--- src/rtl/uart_alu_interface_pkg.sv ---
// Shared definitions for the UART-to-ALU command decoder: FSM states,
// ALU opcodes and error codes.
package uart_alu_interface_pkg;

  typedef enum logic [2:0] {
    ST_WAIT_A    = 3'd0,
    ST_WAIT_B    = 3'd1,
    ST_WAIT_OP   = 3'd2,
    ST_EXEC      = 3'd3,
    ST_SEND      = 3'd4,
    ST_WAIT_DONE = 3'd5
  } state_e;

  localparam logic [5:0] OP_ADD = 6'b100000;
  localparam logic [5:0] OP_SUB = 6'b100010;
  localparam logic [5:0] OP_AND = 6'b100100;
  localparam logic [5:0] OP_OR  = 6'b100101;
  localparam logic [5:0] OP_XOR = 6'b100110;
  localparam logic [5:0] OP_NOR = 6'b100111;
  localparam logic [5:0] OP_SRA = 6'b000011;
  localparam logic [5:0] OP_SRL = 6'b000010;

  localparam logic [1:0] ERR_NONE    = 2'b00;
  localparam logic [1:0] ERR_PARITY  = 2'b01;
  localparam logic [1:0] ERR_TIMEOUT = 2'b10;

endpackage

--- src/rtl/uart_alu_interface_alu_core.sv ---
// Combinational ALU: A, B, opcode -> result. Unknown opcodes yield zero.
module alu_core
  import uart_alu_interface_pkg::*;
#(
  parameter int DATA_WIDTH   = 8,
  parameter int OPCODE_WIDTH = 6
) (
  input  logic [DATA_WIDTH-1:0]   i_a,
  input  logic [DATA_WIDTH-1:0]   i_b,
  input  logic [OPCODE_WIDTH-1:0] i_op,
  output logic [DATA_WIDTH-1:0]   o_result
);

  // Shift amounts at or beyond the operand width saturate explicitly.
  localparam logic [DATA_WIDTH-1:0] SHIFT_LIMIT = DATA_WIDTH'(DATA_WIDTH);

  // Opcode decode and result selection
  always_comb begin
    o_result = '0;
    case (i_op)
      OP_ADD: o_result = i_a + i_b;
      OP_SUB: o_result = i_a - i_b;
      OP_AND: o_result = i_a & i_b;
      OP_OR:  o_result = i_a | i_b;
      OP_XOR: o_result = i_a ^ i_b;
      OP_NOR: o_result = ~(i_a | i_b);
      OP_SRA: begin
        if (i_b >= SHIFT_LIMIT) o_result = {DATA_WIDTH{i_a[DATA_WIDTH-1]}};
        else                    o_result = $signed(i_a) >>> i_b;
      end
      OP_SRL: begin
        if (i_b >= SHIFT_LIMIT) o_result = '0;
        else                    o_result = i_a >> i_b;
      end
      default: o_result = '0;
    endcase
  end

endmodule

--- src/rtl/uart_alu_interface.sv ---
// Command decoder between UART rx/tx and the ALU. Collects A, B and opcode
// bytes, checks even parity, launches the result to the transmitter and
// waits for completion. Bad parity or inter-byte stalls drop the frame.
//
// state        | meaning
// WAIT_A       | idle, waiting for operand A
// WAIT_B       | A latched, waiting for operand B (timeout armed)
// WAIT_OP      | B latched, waiting for opcode (timeout armed)
// EXEC         | register ALU result into the tx output
// SEND         | one-cycle transmit start pulse
// WAIT_DONE    | waiting for the transmitter to finish
module uart_alu_interface
  import uart_alu_interface_pkg::*;
#(
  parameter int DATA_WIDTH     = 8,
  parameter int OPCODE_WIDTH   = 6,
  parameter int TIMEOUT_CYCLES = 1000000
) (
  input  logic                  i_clock,
  input  logic                  i_reset,
  input  logic                  i_rx_done,
  input  logic [DATA_WIDTH-1:0] i_rx_data,
  input  logic                  i_rx_parity,
  input  logic                  i_tx_done,
  output logic                  o_tx_signal,
  output logic [DATA_WIDTH-1:0] o_tx_data,
  output logic                  o_tx_parity,
  output logic                  o_busy,
  output logic                  o_error,
  output logic [1:0]            o_error_code
);

  // Counter only needs to reach TIMEOUT_CYCLES-1.
  localparam int              CNT_W    = (TIMEOUT_CYCLES > 2) ? $clog2(TIMEOUT_CYCLES) : 1;
  localparam logic [CNT_W-1:0] CNT_LAST = CNT_W'(TIMEOUT_CYCLES - 1);

  state_e                  state_q, state_d;
  logic                    rx_done_q, rx_done_d;
  logic [DATA_WIDTH-1:0]   a_q, a_d;
  logic [DATA_WIDTH-1:0]   b_q, b_d;
  logic [OPCODE_WIDTH-1:0] op_q, op_d;
  logic [CNT_W-1:0]        cnt_q, cnt_d;
  logic                    tx_signal_q, tx_signal_d;
  logic [DATA_WIDTH-1:0]   tx_data_q, tx_data_d;
  logic                    tx_parity_q, tx_parity_d;
  logic                    busy_q, busy_d;
  logic                    error_q, error_d;
  logic [1:0]              error_code_q, error_code_d;

  logic                    rx_edge;
  logic                    parity_ok;
  logic                    timeout_hit;
  logic [DATA_WIDTH-1:0]   alu_result;

  alu_core #(
    .DATA_WIDTH   (DATA_WIDTH),
    .OPCODE_WIDTH (OPCODE_WIDTH)
  ) u_alu_core (
    .i_a      (a_q),
    .i_b      (b_q),
    .i_op     (op_q),
    .o_result (alu_result)
  );

  assign rx_edge     = i_rx_done & ~rx_done_q;
  assign parity_ok   = (i_rx_parity == ^i_rx_data);
  assign timeout_hit = (cnt_q == CNT_LAST);

  // State and output registers
  always_ff @(posedge i_clock or posedge i_reset) begin
    if (i_reset) begin
      state_q      <= ST_WAIT_A;
      rx_done_q    <= 1'b0;
      a_q          <= '0;
      b_q          <= '0;
      op_q         <= '0;
      cnt_q        <= '0;
      tx_signal_q  <= 1'b0;
      tx_data_q    <= '0;
      tx_parity_q  <= 1'b0;
      busy_q       <= 1'b0;
      error_q      <= 1'b0;
      error_code_q <= ERR_NONE;
    end else begin
      state_q      <= state_d;
      rx_done_q    <= rx_done_d;
      a_q          <= a_d;
      b_q          <= b_d;
      op_q         <= op_d;
      cnt_q        <= cnt_d;
      tx_signal_q  <= tx_signal_d;
      tx_data_q    <= tx_data_d;
      tx_parity_q  <= tx_parity_d;
      busy_q       <= busy_d;
      error_q      <= error_d;
      error_code_q <= error_code_d;
    end
  end

  // Next-state, byte capture, timeout and output decode
  always_comb begin
    state_d      = state_q;
    rx_done_d    = i_rx_done;
    a_d          = a_q;
    b_d          = b_q;
    op_d         = op_q;
    cnt_d        = '0;
    tx_signal_d  = 1'b0;
    tx_data_d    = tx_data_q;
    tx_parity_d  = tx_parity_q;
    error_d      = 1'b0;
    error_code_d = error_code_q;

    case (state_q)
      ST_WAIT_A, ST_WAIT_B, ST_WAIT_OP: begin
        if (rx_edge && !parity_ok) begin
          error_d      = 1'b1;
          error_code_d = ERR_PARITY;
          state_d      = ST_WAIT_A;
          a_d          = '0;
          b_d          = '0;
          op_d         = '0;
        end else if (rx_edge) begin
          // A byte arriving on the terminal count still counts as in time.
          case (state_q)
            ST_WAIT_A: begin
              a_d     = i_rx_data;
              state_d = ST_WAIT_B;
            end
            ST_WAIT_B: begin
              b_d     = i_rx_data;
              state_d = ST_WAIT_OP;
            end
            default: begin
              op_d    = i_rx_data[OPCODE_WIDTH-1:0];
              state_d = ST_EXEC;
            end
          endcase
        end else if (state_q != ST_WAIT_A) begin
          if (timeout_hit) begin
            error_d      = 1'b1;
            error_code_d = ERR_TIMEOUT;
            state_d      = ST_WAIT_A;
            a_d          = '0;
            b_d          = '0;
            op_d         = '0;
          end else begin
            cnt_d = cnt_q + CNT_W'(1);
          end
        end
      end
      ST_EXEC: begin
        tx_data_d   = alu_result;
        tx_parity_d = ^alu_result;
        tx_signal_d = 1'b1;
        state_d     = ST_SEND;
      end
      ST_SEND: begin
        state_d = ST_WAIT_DONE;
      end
      ST_WAIT_DONE: begin
        if (i_tx_done) state_d = ST_WAIT_A;
      end
      default: begin
        state_d = ST_WAIT_A;
      end
    endcase

    busy_d = (state_d != ST_WAIT_A);
  end

  assign o_tx_signal  = tx_signal_q;
  assign o_tx_data    = tx_data_q;
  assign o_tx_parity  = tx_parity_q;
  assign o_busy       = busy_q;
  assign o_error      = error_q;
  assign o_error_code = error_code_q;

endmodule

--- config.mk ---
export PLATFORM = sky130hd
export DESIGN_NAME = uart_alu_interface
export DESIGN_NICKNAME = d
export VERILOG_FILES = /design/src/rtl/uart_alu_interface_pkg.sv /design/src/rtl/uart_alu_interface_alu_core.sv /design/src/rtl/uart_alu_interface.sv
export SDC_FILE = /design/constraint.sdc
export NUM_CORES = 1
export LEC_CHECK = 0
export BUFFER_PORTS_ARGS = -buffer_cell sky130_fd_sc_hd__buf_2
export CORE_ASPECT_RATIO = 1.75
export CORE_UTILIZATION = 30
export DETAILED_ROUTE_END_ITERATION = 6
export SETUP_SLACK_MARGIN = 0.02
export SLEW_MARGIN = 10
export SYNTH_ARGS = -nofsm -noshare
export SYNTH_HDL_FRONTEND = slang
export SYNTH_SLANG_ARGS = --single-unit
--- constraint.sdc ---
create_clock -name i_clock -period 7 [get_ports i_clock]
set_clock_uncertainty 0.15 [all_clocks]
set_input_delay 0.7 -clock i_clock [delete_from_list [all_inputs] [get_ports i_clock]]
set_output_delay 0.7 -clock i_clock [all_outputs]
set_load 0.05 [all_outputs]
==> flow_summary_export.csv <==
group,metric,value,unit
run_status,outcome,"finished, final reports clean",
worst_setup_path,r2r_start,"op_q[0]",
timing,slew_violations,0,
grt,grt_max_degree,61,
clocking,htree_levels,3,
power_and_ir_drop,swShare,46.7,%
worst_setup_path,worstPathMaxFanout,27,
clocking,cts_tree,"done",
logic_synthesis,synth_edf_count,0,
timing,rsz0062_at_grt,"false",
clocking,cts.sinks,60,
logic_synthesis,ys_types,60,
floorplan,dieArea,14400,µm²
clocking,clk_pin_slew,0.06,ns
place,gp_routability_congestion,0.958,
logic_synthesis,syn_avg_cell_area,8.66,µm²
floorplan,die_w,91.3,µm
timing,worstMarginPinSlew,1.10,ns
logic_synthesis,synth_async_sr_flop_share,100,%
route,wl_per_cell,17.0,µm
grt,grt_overflow_total,0,
power_and_ir_drop,internal-power,1.02,mW
worst_setup_path,rrSetupSlack,2.32,ns
grt,grt_pass1_vias,3597,
place,dp.cells,661,
worst_setup_path,worstReg2RegEnd,"o_tx_parity",
layout,n_fill_cell,1390,
worst_setup_path,startpoint,"op_q[0]",
grt,grt_usage,17.2,%
clocking,cts_max_path_buffers,2,
timing,setup_viol,0,
power_and_ir_drop,leakagePower,2.05,nW
route,initialDrtViolationCount,209,
logic_synthesis,syn_nets,522,
worst_setup_path,cp-start-kind,"flip-flop",
floorplan,core_area,13500,µm²
power_and_ir_drop,p_clk_share,21.2,%
grt,antenna_found_initial,0,
logic_synthesis,synth_seq_cells,60,
timing,relSlewSlack,26.7,%
route,routed_wl,11500,µm
route,first_pass_iters,4,
layout,areaGrowthSynthToFinish,12.5,%
timing,final.min_clock_period,4.68,ns
power_and_ir_drop,p_per_area,409,nW/µm²
logic_synthesis,synth_warnings,0,
place,placed_cell_area,4430,µm²
logic_synthesis,synth_ff_type,"dfrtp_1",
run,cap_violations,0,
clocking,postCtsSetupRepairBufs,0,
power_and_ir_drop,power_frac_seq,27.0,%
power_and_ir_drop,switching_power,0.899,mW
floorplan,initial_core_util,30.9,%
route,routed-wl-met2,6370,µm
timing,fmax,214,MHz
power_and_ir_drop,comb_power_share,51.8,%
worst_setup_path,worst-setup-path-type,"reg2reg",
route,antenna_left,0,
logic_synthesis,synth_area,4180,µm²
floorplan,ios,27,
clocking,holdBufCountCts,0,
clocking,clock_latency,0.33,ns
clocking,cts.repair.resized,0,
clocking,root_buffer,"clkbuf_16",
layout,stdcell_area,4710,µm²
floorplan,die_y,158,µm
route,drcViolationCount,0,
hold_path,min_path_type,"reg2reg",
route,vias,3506,
worst_setup_path,crit_arrival,4.73,ns
route,wl_met1,4160,µm
place,hpwl,9030,µm
timing,period_share,66.8,%
grt,grt_pass1_wl,18700,µm
layout,antenna_cells,0,
floorplan,placementRows,56,
place,portBuffers,26,
timing,hold_violations,0,
layout,instances_no_fill,677,
worst_setup_path,cp-end-kind,"flip-flop",
route,maxUsedRoutingLayer,"met4",
route,wl_met3,359,µm
layout,layout-drive-gt1-share,11.9,%
logic_synthesis,yosysSeqAreaShare,35.9,%
worst_setup_path,setup.worst_path.end,"o_tx_parity",
layout,nNetsFinal,537,
timing,setup_tns,0,ns
worst_setup_path,required,7.06,ns
logic_synthesis,syn-instance-count,483,
route,viasPerCell,5.18,
power_and_ir_drop,vdd_drop_max,182,µV
worst_setup_path,r2r_cells,16,
clocking,cts_buffers,9,
-- power groups by stage --
| stage | Combinational, mW | Clock, mW | Sequential (mW) |
|---|---|---|---|
| 5_1_grt | 1.09 | 0.433 | 0.530 |
| 2_1_floorplan | 0.729 | 0 | 0.517 |
| 3_3_place_gp | 0.974 | 0 | 0.520 |
| 3_5_place_dp | 0.996 | 0 | 0.522 |
| 6_report | 0.996 | 0.408 | 0.520 |
| 4_1_cts | 0.999 | 0.417 | 0.517 |
-- cell usage in the layout (no fill, tap or decap), drive strengths merged, types with 3 or more instances in the layout --
| cell | Yosys | routed |
|---|---|---|
| nand3 | 13 | 13 |
| nor2 | 49 | 49 |
| nand4 | 3 | 3 |
| o31ai | 3 | 3 |
| clkbuf | 16 | 9 |
| mux2 | 5 | 5 |
| mux2i | 13 | 13 |
| o211ai | 7 | 7 |
| nor2b | 6 | 6 |
| a221oi | 3 | 3 |
| inv | 22 | 23 |
| xnor2 | 29 | 29 |
| nor3 | 7 | 7 |
| o21a | 3 | 3 |
| a211oi | 5 | 5 |
| a21oi | 19 | 19 |
| nand2b | 3 | 3 |
| xor2 | 14 | 14 |
| nand2 | 67 | 67 |
| o21ai | 42 | 42 |
| and3 | 18 | 18 |
| a22o | 6 | 6 |
| clkinv | 1 | 5 |
| ha | 25 | 25 |
| dfrtp | 60 | 60 |
| buf | 7 | 27 |
-- Yosys cell counts (4+ instances only) --
| master | n | area share, % |
|---|---|---|
| a22o_1 | 6 | 1.3 |
| clkbuf_1 | 16 | 1.4 |
| inv_1 | 22 | 2.0 |
| a211oi_1 | 4 | 0.72 |
| nand3_1 | 13 | 1.6 |
| nor2b_1 | 6 | 0.90 |
| a21oi_1 | 19 | 2.3 |
| and3_1 | 18 | 2.7 |
| nor3_1 | 6 | 0.72 |
| nor2_1 | 49 | 4.4 |
| xnor2_1 | 29 | 6.1 |
| xor2_1 | 14 | 2.9 |
| o21ai_0 | 41 | 4.9 |
| mux2_2 | 5 | 1.3 |
| buf_4 | 4 | 0.72 |
| o211ai_1 | 7 | 1.3 |
| ha_1 | 25 | 7.5 |
| nand2_1 | 66 | 5.9 |
| mux2i_1 | 13 | 3.1 |
| dfrtp_1 | 60 | 36 |
-- sequential cells by signal (all words and copies together), names as in the netlist, 2 cells and up --
name	flops
op_q	6
o_error_code	2
b_q	8
state_q	3
cnt_q	20
a_q	8
o_tx_data	8
-- critical path: stages (launching register included) --
cell	delay, ns
dfrtp_1	0.71
nor2_1	0.25
and3_1	0.35
nand2_1	0.19
o21ai_0	0.38
inv_1	0.08
ha_1	0.27
nor2b_1	0.14
o21ai_0	0.14
or3b_2	0.45
a32o_1	0.26
nand3b_1	0.18
xor2_1	0.18
xnor3_1	0.43
xnor2_1	0.19
xnor2_1	0.14
o21ai_1	0.07
-- metrics by stage --
stage | util [%] | hold slack, ns | power (mW) | setup WS (ns)
2_1_floorplan | - | 0.297 | 1.25 | 2.95
3_3_place_gp | 32.8 | 0.313 | 1.49 | 2.49
3_5_place_dp | 32.8 | 0.316 | 1.52 | 2.34
4_1_cts | 34.8 | 0.329 | 1.93 | 2.32
5_1_grt | 34.8 | 0.349 | 2.05 | 1.99
6_report | 34.8 | 0.321 | 1.92 | 2.32
-- cell type report --
class	count	area (µm²)	area share, %
Clock inverter	7	51.3	1.09
Multi-Input combinational cell	377	2490	52.8
Tap cell	174	218	4.63
Clock buffer	9	225	4.79
Sequential cell	60	1500	31.9
Inverter	23	86.3	1.83
Timing Repair Buffer	27	138	2.92
-- logic make-up after synthesis --
family          synth area share [%]
mux                             4.99
fa+ha+maj                       7.95
flops                           35.9
compound gates                  16.6
buf+inv                         4.69
xor+xnor                        9.54
simple gates                    20.3
-- how the worst min path moves through the flow --
stage	start	slack (ns)	to	cells after the start
floorplan	cnt_q[0]	0.30	cnt_q[0]	1
global placement	o_tx_data[2]	0.31	o_tx_data[2]	2
detailed placement	o_tx_data[4]	0.32	o_tx_data[4]	2
CTS	o_tx_data[4]	0.33	o_tx_data[4]	2
global route	i_rx_done	0.35	rx_done_q	1
finish	o_tx_data[2]	0.32	o_tx_data[2]	2
-- metal layers --
layer | track usage (%) | vias to the layer above
met5 | 0 | -
met4 | 11.4 | 0
met3 | 3.07 | 42
met2 | 32.9 | 85
met1 | 16.6 | 1667
li1 | - | 1712
Power figures use the tool's default switching activity.
